File: src/rtl/uart_frame_ctrl_pkg.sv
// rtl/uart_frame_ctrl_pkg.sv - shared state encoding, error codes and UART timing constants
package uart_frame_ctrl_pkg;

  typedef enum logic [2:0] {
    S_IDLE,
    S_ADDR,
    S_LEN,
    S_DATA,
    S_CHK,
    S_WRITE
  } state_t;

  localparam logic [1:0] ERR_OVR = 2'b00;
  localparam logic [1:0] ERR_LEN = 2'b01;
  localparam logic [1:0] ERR_CHK = 2'b10;
  localparam logic [1:0] ERR_TMO = 2'b11;

  localparam logic [7:0] SYNC_DEFAULT = 8'hAA;
  localparam int CLKS_PER_BIT = 868;
  // Four 10-bit characters of silence between bytes ends the frame.
  localparam int TIMEOUT_DEFAULT = 4 * 10 * CLKS_PER_BIT;

endpackage

File: src/rtl/uart_frame_ctrl.sv
// rtl/uart_frame_ctrl.sv - UART byte-stream frame parser that writes validated payloads to a register file
module uart_frame_ctrl
  import uart_frame_ctrl_pkg::*;
#(
  parameter int         MAX_LEN      = 8,
  parameter int         TIMEOUT_CLKS = TIMEOUT_DEFAULT,
  parameter logic [7:0] SYNC_BYTE    = SYNC_DEFAULT
) (
  input  logic       clk,
  input  logic       rst,
  input  logic       rx_valid,
  input  logic [7:0] rx_byte,
  output logic       wr_en,
  output logic [7:0] wr_addr,
  output logic [7:0] wr_data,
  output logic       frame_done,
  output logic       err,
  output logic [1:0] err_code,
  output logic       busy
);

  localparam int          IW        = (MAX_LEN > 1) ? $clog2(MAX_LEN) : 1;
  localparam logic [7:0]  MAX_LEN_B = 8'(MAX_LEN);
  // Firing one count early puts err exactly TIMEOUT_CLKS cycles after the last strobe.
  localparam logic [31:0] TMO_LAST  = 32'(TIMEOUT_CLKS - 2);

  state_t      state;
  logic [7:0]  base;
  logic [7:0]  len;
  logic [7:0]  idx;
  logic [7:0]  nidx;
  logic [7:0]  chk;
  logic [31:0] tmo_cnt;
  logic        ovr_pend;
  logic [7:0]  data_buf [MAX_LEN];

  assign nidx = idx + 8'd1;
  assign busy = (state != S_IDLE);

  always_ff @(posedge clk) begin
    if (rst) begin
      state      <= S_IDLE;
      wr_en      <= 1'b0;
      wr_addr    <= 8'd0;
      wr_data    <= 8'd0;
      frame_done <= 1'b0;
      err        <= 1'b0;
      err_code   <= 2'b00;
      base       <= 8'd0;
      len        <= 8'd0;
      idx        <= 8'd0;
      chk        <= 8'd0;
      tmo_cnt    <= 32'd0;
      ovr_pend   <= 1'b0;
    end else begin
      wr_en      <= 1'b0;
      frame_done <= 1'b0;
      err        <= 1'b0;
      // An overrun on the final write cycle is reported one cycle after frame_done.
      if (ovr_pend) begin
        err      <= 1'b1;
        err_code <= ERR_OVR;
        ovr_pend <= 1'b0;
      end
      case (state)
        S_IDLE: begin
          if (rx_valid && rx_byte == SYNC_BYTE) begin
            state   <= S_ADDR;
            tmo_cnt <= 32'd0;
          end
        end
        S_ADDR, S_LEN, S_DATA, S_CHK: begin
          if (rx_valid) begin
            tmo_cnt <= 32'd0;
            case (state)
              S_ADDR: begin
                base  <= rx_byte;
                chk   <= rx_byte;
                state <= S_LEN;
              end
              S_LEN: begin
                if (rx_byte == 8'd0 || rx_byte > MAX_LEN_B) begin
                  err      <= 1'b1;
                  err_code <= ERR_LEN;
                  state    <= S_IDLE;
                end else begin
                  len   <= rx_byte;
                  chk   <= chk ^ rx_byte;
                  idx   <= 8'd0;
                  state <= S_DATA;
                end
              end
              S_DATA: begin
                data_buf[idx[IW-1:0]] <= rx_byte;
                chk <= chk ^ rx_byte;
                idx <= nidx;
                if (nidx == len) state <= S_CHK;
              end
              default: begin
                if (rx_byte == chk) begin
                  state   <= S_WRITE;
                  idx     <= 8'd0;
                  wr_en   <= 1'b1;
                  wr_addr <= base;
                  wr_data <= data_buf[0];
                end else begin
                  err      <= 1'b1;
                  err_code <= ERR_CHK;
                  state    <= S_IDLE;
                end
              end
            endcase
          end else if (tmo_cnt == TMO_LAST) begin
            err      <= 1'b1;
            err_code <= ERR_TMO;
            tmo_cnt  <= 32'd0;
            state    <= S_IDLE;
          end else begin
            tmo_cnt <= tmo_cnt + 32'd1;
          end
        end
        S_WRITE: begin
          if (rx_valid) begin
            if (nidx == len) begin
              ovr_pend <= 1'b1;
            end else begin
              err      <= 1'b1;
              err_code <= ERR_OVR;
            end
          end
          if (nidx == len) begin
            frame_done <= 1'b1;
            idx        <= 8'd0;
            state      <= S_IDLE;
          end else begin
            wr_en   <= 1'b1;
            idx     <= nidx;
            wr_addr <= base + nidx;
            wr_data <= data_buf[nidx[IW-1:0]];
          end
        end
        default: state <= S_IDLE;
      endcase
    end
  end

endmodule
File: config.mk
export PLATFORM = sky130hd
export DESIGN_NAME = uart_frame_ctrl
export DESIGN_NICKNAME = d
export VERILOG_FILES = /design/src/rtl/uart_frame_ctrl_pkg.sv /design/src/rtl/uart_frame_ctrl.sv
export SDC_FILE = /design/constraint.sdc
export NUM_CORES = 1
export LEC_CHECK = 0
export ABC_AREA = 1
export CAP_MARGIN = 25
export CORE_MARGIN = 2
export CORE_UTILIZATION = 45
export DETAILED_ROUTE_END_ITERATION = 16
export MAX_ROUTING_LAYER = met4
export PLACE_DENSITY_LB_ADDON = 0.05
export SLEW_MARGIN = 20
export SYNTH_ARGS = -nofsm -noshare
export SYNTH_HDL_FRONTEND = slang
export SYNTH_SLANG_ARGS = --single-unit
File: constraint.sdc
create_clock -name clk -period 2.75 [get_ports clk]
set_input_delay 0.55 -clock clk [delete_from_list [all_inputs] [get_ports clk]]
set_output_delay 0.55 -clock clk [all_outputs]
set_load 0.03 [all_outputs]
# Yosys cells after proc, flatten, opt, wreduce, memory -nomap -nowiden
# Memories as Yosys holds them, arrays and structs flattened.
# Cells that the tools add are included.
[totals]
register_bits = 89
latchBits = 0
mem_bits_rw = 64
mem_bits_ro = 0
inputBits = 11
out_inout_bits = 22
wordCells = 123
n_memories = 1
[op_classes]
add_sub_neg = 3
multipliers = 0
div = 0
magnitude_cmp = 1
eq_ne = 21
shift = 0
muxes = 60
bitwise_logic = 4
reduce_logical = 20
[mem_list]
columns = ["name", "words", "word_bits", "rd", "rd_clocked_by_memory_dff", "write_ports", "line", "source"]
rows = [
  ["data_buf", 8, 8, 2, 0, 1, "uart_frame_ctrl.sv:35", "logic [7:0] data_buf [MAX_LEN];"],
]
[op_table]
columns = ["op", "n"]
rows = [
  ["8-bit two-way mux", 13],
  ["32-bit two-way mux", 3],
  ["32-bit case mux with 2 select lines", 1],
  ["8-bit case mux with 2 select lines", 3],
  ["8-bit case mux with 3 select lines", 2],
  ["32-bit by 1-bit adder with 32-bit output (second input constant)", 1],
  ["32-bit by 16-bit == test with 1-bit output (second input constant)", 1],
  ["3-bit two-way mux", 6],
  ["3-bit case mux with 3 select lines", 2],
  ["1-bit two-way mux", 17],
  ["8-bit == test", 2],
  ["2-bit two-way mux", 8],
  ["2-bit inequality test (second input constant)", 8],
  ["4-bit AND reduction", 3],
  ["5-bit AND reduction", 2],
  ["8-bit by 1-bit adder with 8-bit output (second input constant)", 1],
  ["8-bit adder", 1],
  ["8-bit == test (second input constant)", 1],
  ["8-bit by 4-bit greater-than comparator with 1-bit output (second input constant)", 1],
  ["8-bit zero test", 1],
  ["4-bit inequality test (second input constant)", 2],
  ["2-bit case mux with 2 select lines", 2],
  ["8-bit bitwise XOR", 1],
  ["3-bit by 2-bit == test with 1-bit output (second input constant)", 2],
  ["15 further kinds", 25],
]

# Depth between registers and ports, before layout
[logic_depth]
ltp_word = 6
mapped_depth = 16
mapped_depth_nobuf = 16

# Least setup slack after synthesis
# OpenSTA, ideal clock, no wires.
[synth_path]
path_kind = "register to register"
startpoint = "register idx[0]"
endpoint = "register wr_addr[6]"
setup_ns = 0.117
t_arrival_ns = 2.243
t_required_ns = 2.633
path_slack_ns = 0.390
path_stages_with_launch = 16
synth_period_minus_slack_ns = 2.360
path_cell_list = "dfxtp_1 -> buf_2 -> inv_1 -> buf_2 -> buf_1 -> ha_1 -> fa_1 -> nand3_1 -> nand2_1 -> a21o_1 -> a21oi_1 -> nand2_1 -> nand2_1 -> o21ai_0 -> nor2_1 -> nor2_1"
[synth_via]
elab_chain_len = 4
word_cells_on_any_way = 7
cone_classes = "2 x add/sub; 2 x eq/ne; 2 x mux; 1 x reduce/logical"
[synth_rtl]
columns = ["item", "line", "source"]
rows = [
  ["start, declared", "uart_frame_ctrl.sv:30", "logic [7:0] idx;"],
  ["start signal, assigned", "uart_frame_ctrl.sv:96", "idx <= nidx;"],
  ["start signal, assigned", "uart_frame_ctrl.sv:137", "idx <= nidx;"],
  ["8-bit by 1-bit adder with 8-bit output *", "uart_frame_ctrl.sv:37", "assign nidx = idx + 8'd1;"],
  ["8-bit adder / 8-bit == test (equally long branches)", "uart_frame_ctrl.sv:138, uart_frame_ctrl.sv:131", ""],
  ["8-bit two-way mux / 2-bit inequality test (equally long branches)", "-", ""],
  ["8-bit case mux with 2 select lines / 5-bit AND reduction (equally long branches)", "-", ""],
  ["end signal, assigned", "uart_frame_ctrl.sv:104", "wr_addr <= base;"],
  ["end signal, assigned", "uart_frame_ctrl.sv:138", "wr_addr <= base + nidx;"],
  ["end, declared", "uart_frame_ctrl.sv:14", "output logic [7:0] wr_addr,"],
]
# Every way passes the cells marked *; elsewhere a longest branch is shown, timed or not. The select of a mux whose other input is x is not followed.
# A chain may end at the register's enable or synchronous reset.

# Worst setup path after layout
[layout_path]
startpoint = "register idx[1]"
endpoint = "register wr_addr[7]"
# The elaborated chain is that of the path after synthesis.

==> results.yml <==
run_status:
  status: "finished, final reports clean"
clock_tree:
  cts.htree.levels: 4
  cts_made_buffers: 17
  clkSinkCount: 153
  clockBufferDepth: 2
  cts_root_buf: "clkbuf_16"
  post-cts-setup-buffers: 0
  clk_latency_ps: 430
  cts_hold_buf: 0
  tritoncts: "yes"
  postCtsResizedCells: 0
  clkTransAtPathRegs_ps: 70
worst_setup_path:
  reg2reg_depth: 15
  crit_arrival_ps: 2830
  r2r_end: "wr_addr[7]$_SDFFE_PP0P_"
  timing.rr.start: "idx[1]$_SDFFE_PP0P_"
  critical_path_class: "reg2reg"
  start_kind: "register"
  cp_max_fo: 8
  required_ps: 3110
  crit_start: "idx[1]$_SDFFE_PP0P_"
  reg2reg_slack_ps: 280
  endpoint: "wr_addr[7]$_SDFFE_PP0P_"
  end_kind: "register"
detailed_routing:
  via_count: 6984
  wirelength_um: 22500
  wl_per_cell_um: 17.0
  drtAntennaViolNets: 0
  first_pass_iters: 5
  drcViolationCount: 0
  first_iter_violations: 372
  avgViaCountPerCell: 5.29
layout:
  final_cells: 1320
  final_common_cell: "nand2_1"
  fin_nets: 1104
  n_antenna_cell: 0
  layout_common_cells: "176 x nand2_1, 170 x nor2_1, 98 x inv_1"
  final_util_pct: 53.6
  area_growth_pct: 16.3
  fill_cells: 1688
  drive_above_1_share_pct: 8.95
yosys:
  syn-cell-area_um2: 7970
  yosysUniqueCellTypes: 44
  ys_seq_area_share_pct: 46.5
  ys_warn_count: 0
  synth-seq-cells: 153
  synth.avg_cell_area_um2: 7.72
  syn_inst: 1032
  synth_nets: 1054
power_and_ir_drop:
  peakVddDrop_mv: 0.452
  p_int_mw: 4.23
  power_leakage_nw: 3.49
  powerDensity_nw_per_um2: 686
  pwr-share-comb_pct: 22.4
  power_frac_seq_pct: 40.7
  p_switching_mw: 2.13
  power_frac_clock_pct: 37.0
  switching_share_pct: 33.4
  power_mw: 6.35
floorplan:
  die-width_um: 137
  boundaryPins: 33
  core_area_um2: 17300
  row_count: 48
  die_y_um: 137
  dieArea_um2: 18800
  start_util_pct: 46.1
timing:
  worst_pin_slew_ps: 843
  skew_ps: 10.0
  maxSlewViolCount: 0
  setup_viol_count_final: 0
  period_share_pct: 89.9
  hold_viol_final: 0
  tns_ps: 0
  holdWs_ps: 471
  rsz0062_at_grt: "no"
  period_minus_slack_ps: 2470
  fmax_mhz: 405
  slew_headroom_pct: 43.7
grt:
  antenna_found_initial: 0
  grt_max_degree: 43
  grt_pass1_vias: 6446
  track_usage_pct: 25.6
  grt_pass1_wl_um: 35200
  overflow: 0
flow_run:
  drv_cap: 0
place:
  dp_hpwl_um: 16400
  placed_cells: 1288
  io_buffers: 32
  place_congestion: 0.911
min_path:
  hold_class: "reg2reg"
  hold_depth: 2
-- registers in the layout, indices dropped and copies added, names as in the netlist --
register,cells
base,8
chk,8
data_buf,64
err,1
err_code,2
frame_done,1
idx,8
len,8
ovr_pend,1
state,3
tmo_cnt,32
wr_addr,8
wr_data,8
wr_en,1
-- critical path: stages, from the launching register on --
cell     delay (ps)
dfxtp_1         480
ha_1            240
nand2_2         130
inv_2           100
nand3_1          90
nand2_1         110
inv_1            70
ha_1            330
a21oi_1         220
o31ai_1          90
nor2_1          130
xor2_1          160
nand2_1          60
nand2_1          70
nor2_1           40
nor2_1           70
-- Yosys cell counts --
cell type / number / area, um^2
a21o_1: 1 / 7.51
a31oi_1: 1 / 6.26
inv_1: 98 / 368
buf_1: 4 / 15.0
buf_8: 1 / 15.0
o31ai_1: 1 / 7.51
o21ai_0: 76 / 380
nand4_4: 1 / 21.3
nor2_2: 3 / 18.8
nand4_1: 22 / 138
clkinv_1: 1 / 3.75
nand3_2: 3 / 30.0
edfxtp_1: 64 / 1920
xnor2_1: 14 / 123
xor2_1: 18 / 158
dfxtp_1: 89 / 1780
buf_2: 7 / 35.0
o21ai_1: 7 / 35.0
ha_1: 10 / 125
inv_6: 1 / 8.76
a21oi_1: 63 / 315
or2_2: 3 / 18.8
nor3_2: 1 / 10.0
nand3b_1: 5 / 37.5
o22ai_1: 8 / 50.1
o21ai_2: 1 / 8.76
nor3_1: 38 / 190
buf_6: 1 / 11.3
nand2b_1: 1 / 6.26
o21bai_2: 1 / 11.3
o32ai_1: 8 / 70.1
nor2_4: 2 / 22.5
inv_2: 4 / 15.0
nand3_1: 67 / 335
nand2_4: 3 / 33.8
nand2_1: 176 / 661
clkbuf_1: 27 / 101
fa_1: 1 / 20.0
nand2_2: 4 / 25.0
o21bai_1: 3 / 22.5
nor4_1: 5 / 31.3
nor3b_1: 1 / 7.51
a211oi_1: 17 / 128
nor2_1: 170 / 638
-- power groups by stage --
stage	clock (mW)	combinational, mW	sequential, mW
after CTS	2.39	1.43	2.59
after detailed placement	0	1.42	2.63
after global routing	2.47	1.56	2.60
after floorplan	0	0.852	2.68
final	2.35	1.42	2.59
after global placement	0	1.42	2.63
-- kinds of logic (layout without fill, tap and decap cells) --
kind of cell | count (synthesis) | after routing | share of synthesized area [%]
XOR/XNOR | 32 | 32 | 3.52
AND/OR/NAND/NOR | 505 | 505 | 27.9
buffers and inverters | 144 | 207 | 7.19
adder cells (fa/ha/maj) | 11 | 11 | 1.82
AO/OA/AOI/OAI | 187 | 187 | 13.1
flip-flops | 153 | 153 | 46.5
-- per-stage QoR --
step                setup slack (ps)  cell area (um^2)
global route                    28.4              9270
detailed placement              85.9              8680
global placement                 124              8680
CTS                              299              9270
finish                           278              9270
floorplan                        390              7970
-- routing by layer --
layer	part of all wire (%)	up-vias	GRT usage, %
li1	-	3576	-
met1	46	3250	31.8
met2	48	122	42.0
met3	2.9	36	4.19
met4	2.8	0	9.22
met5	0	-	-
-- cell type report --
cell class              instances  area (um^2)  share of cell area, %
multi-input cells             735         3690                   39.8
clock inverters                14          158                   1.70
well taps                     225          282                   3.04
repair buffers                 71          608                   6.56
flip-flops and latches        153         3700                   40.0
clock buffers                  18          429                   4.63
inverters                     104          395                   4.27
-- worst min-delay path by stage --
stage	to	slack [ps]	start
floorplan	len[4]$_SDFFE_PP0P_	440	len[4]$_SDFFE_PP0P_
CTS	wr_en$_SDFF_PP0_	460	rst
finish	len[4]$_SDFFE_PP0P_	470	len[4]$_SDFFE_PP0P_
global placement	len[4]$_SDFFE_PP0P_	450	len[4]$_SDFFE_PP0P_
detailed placement	len[4]$_SDFFE_PP0P_	460	len[4]$_SDFFE_PP0P_
global route	wr_en$_SDFF_PP0_	470	rst
No activity file was read; power rests on OpenSTA's default activity.
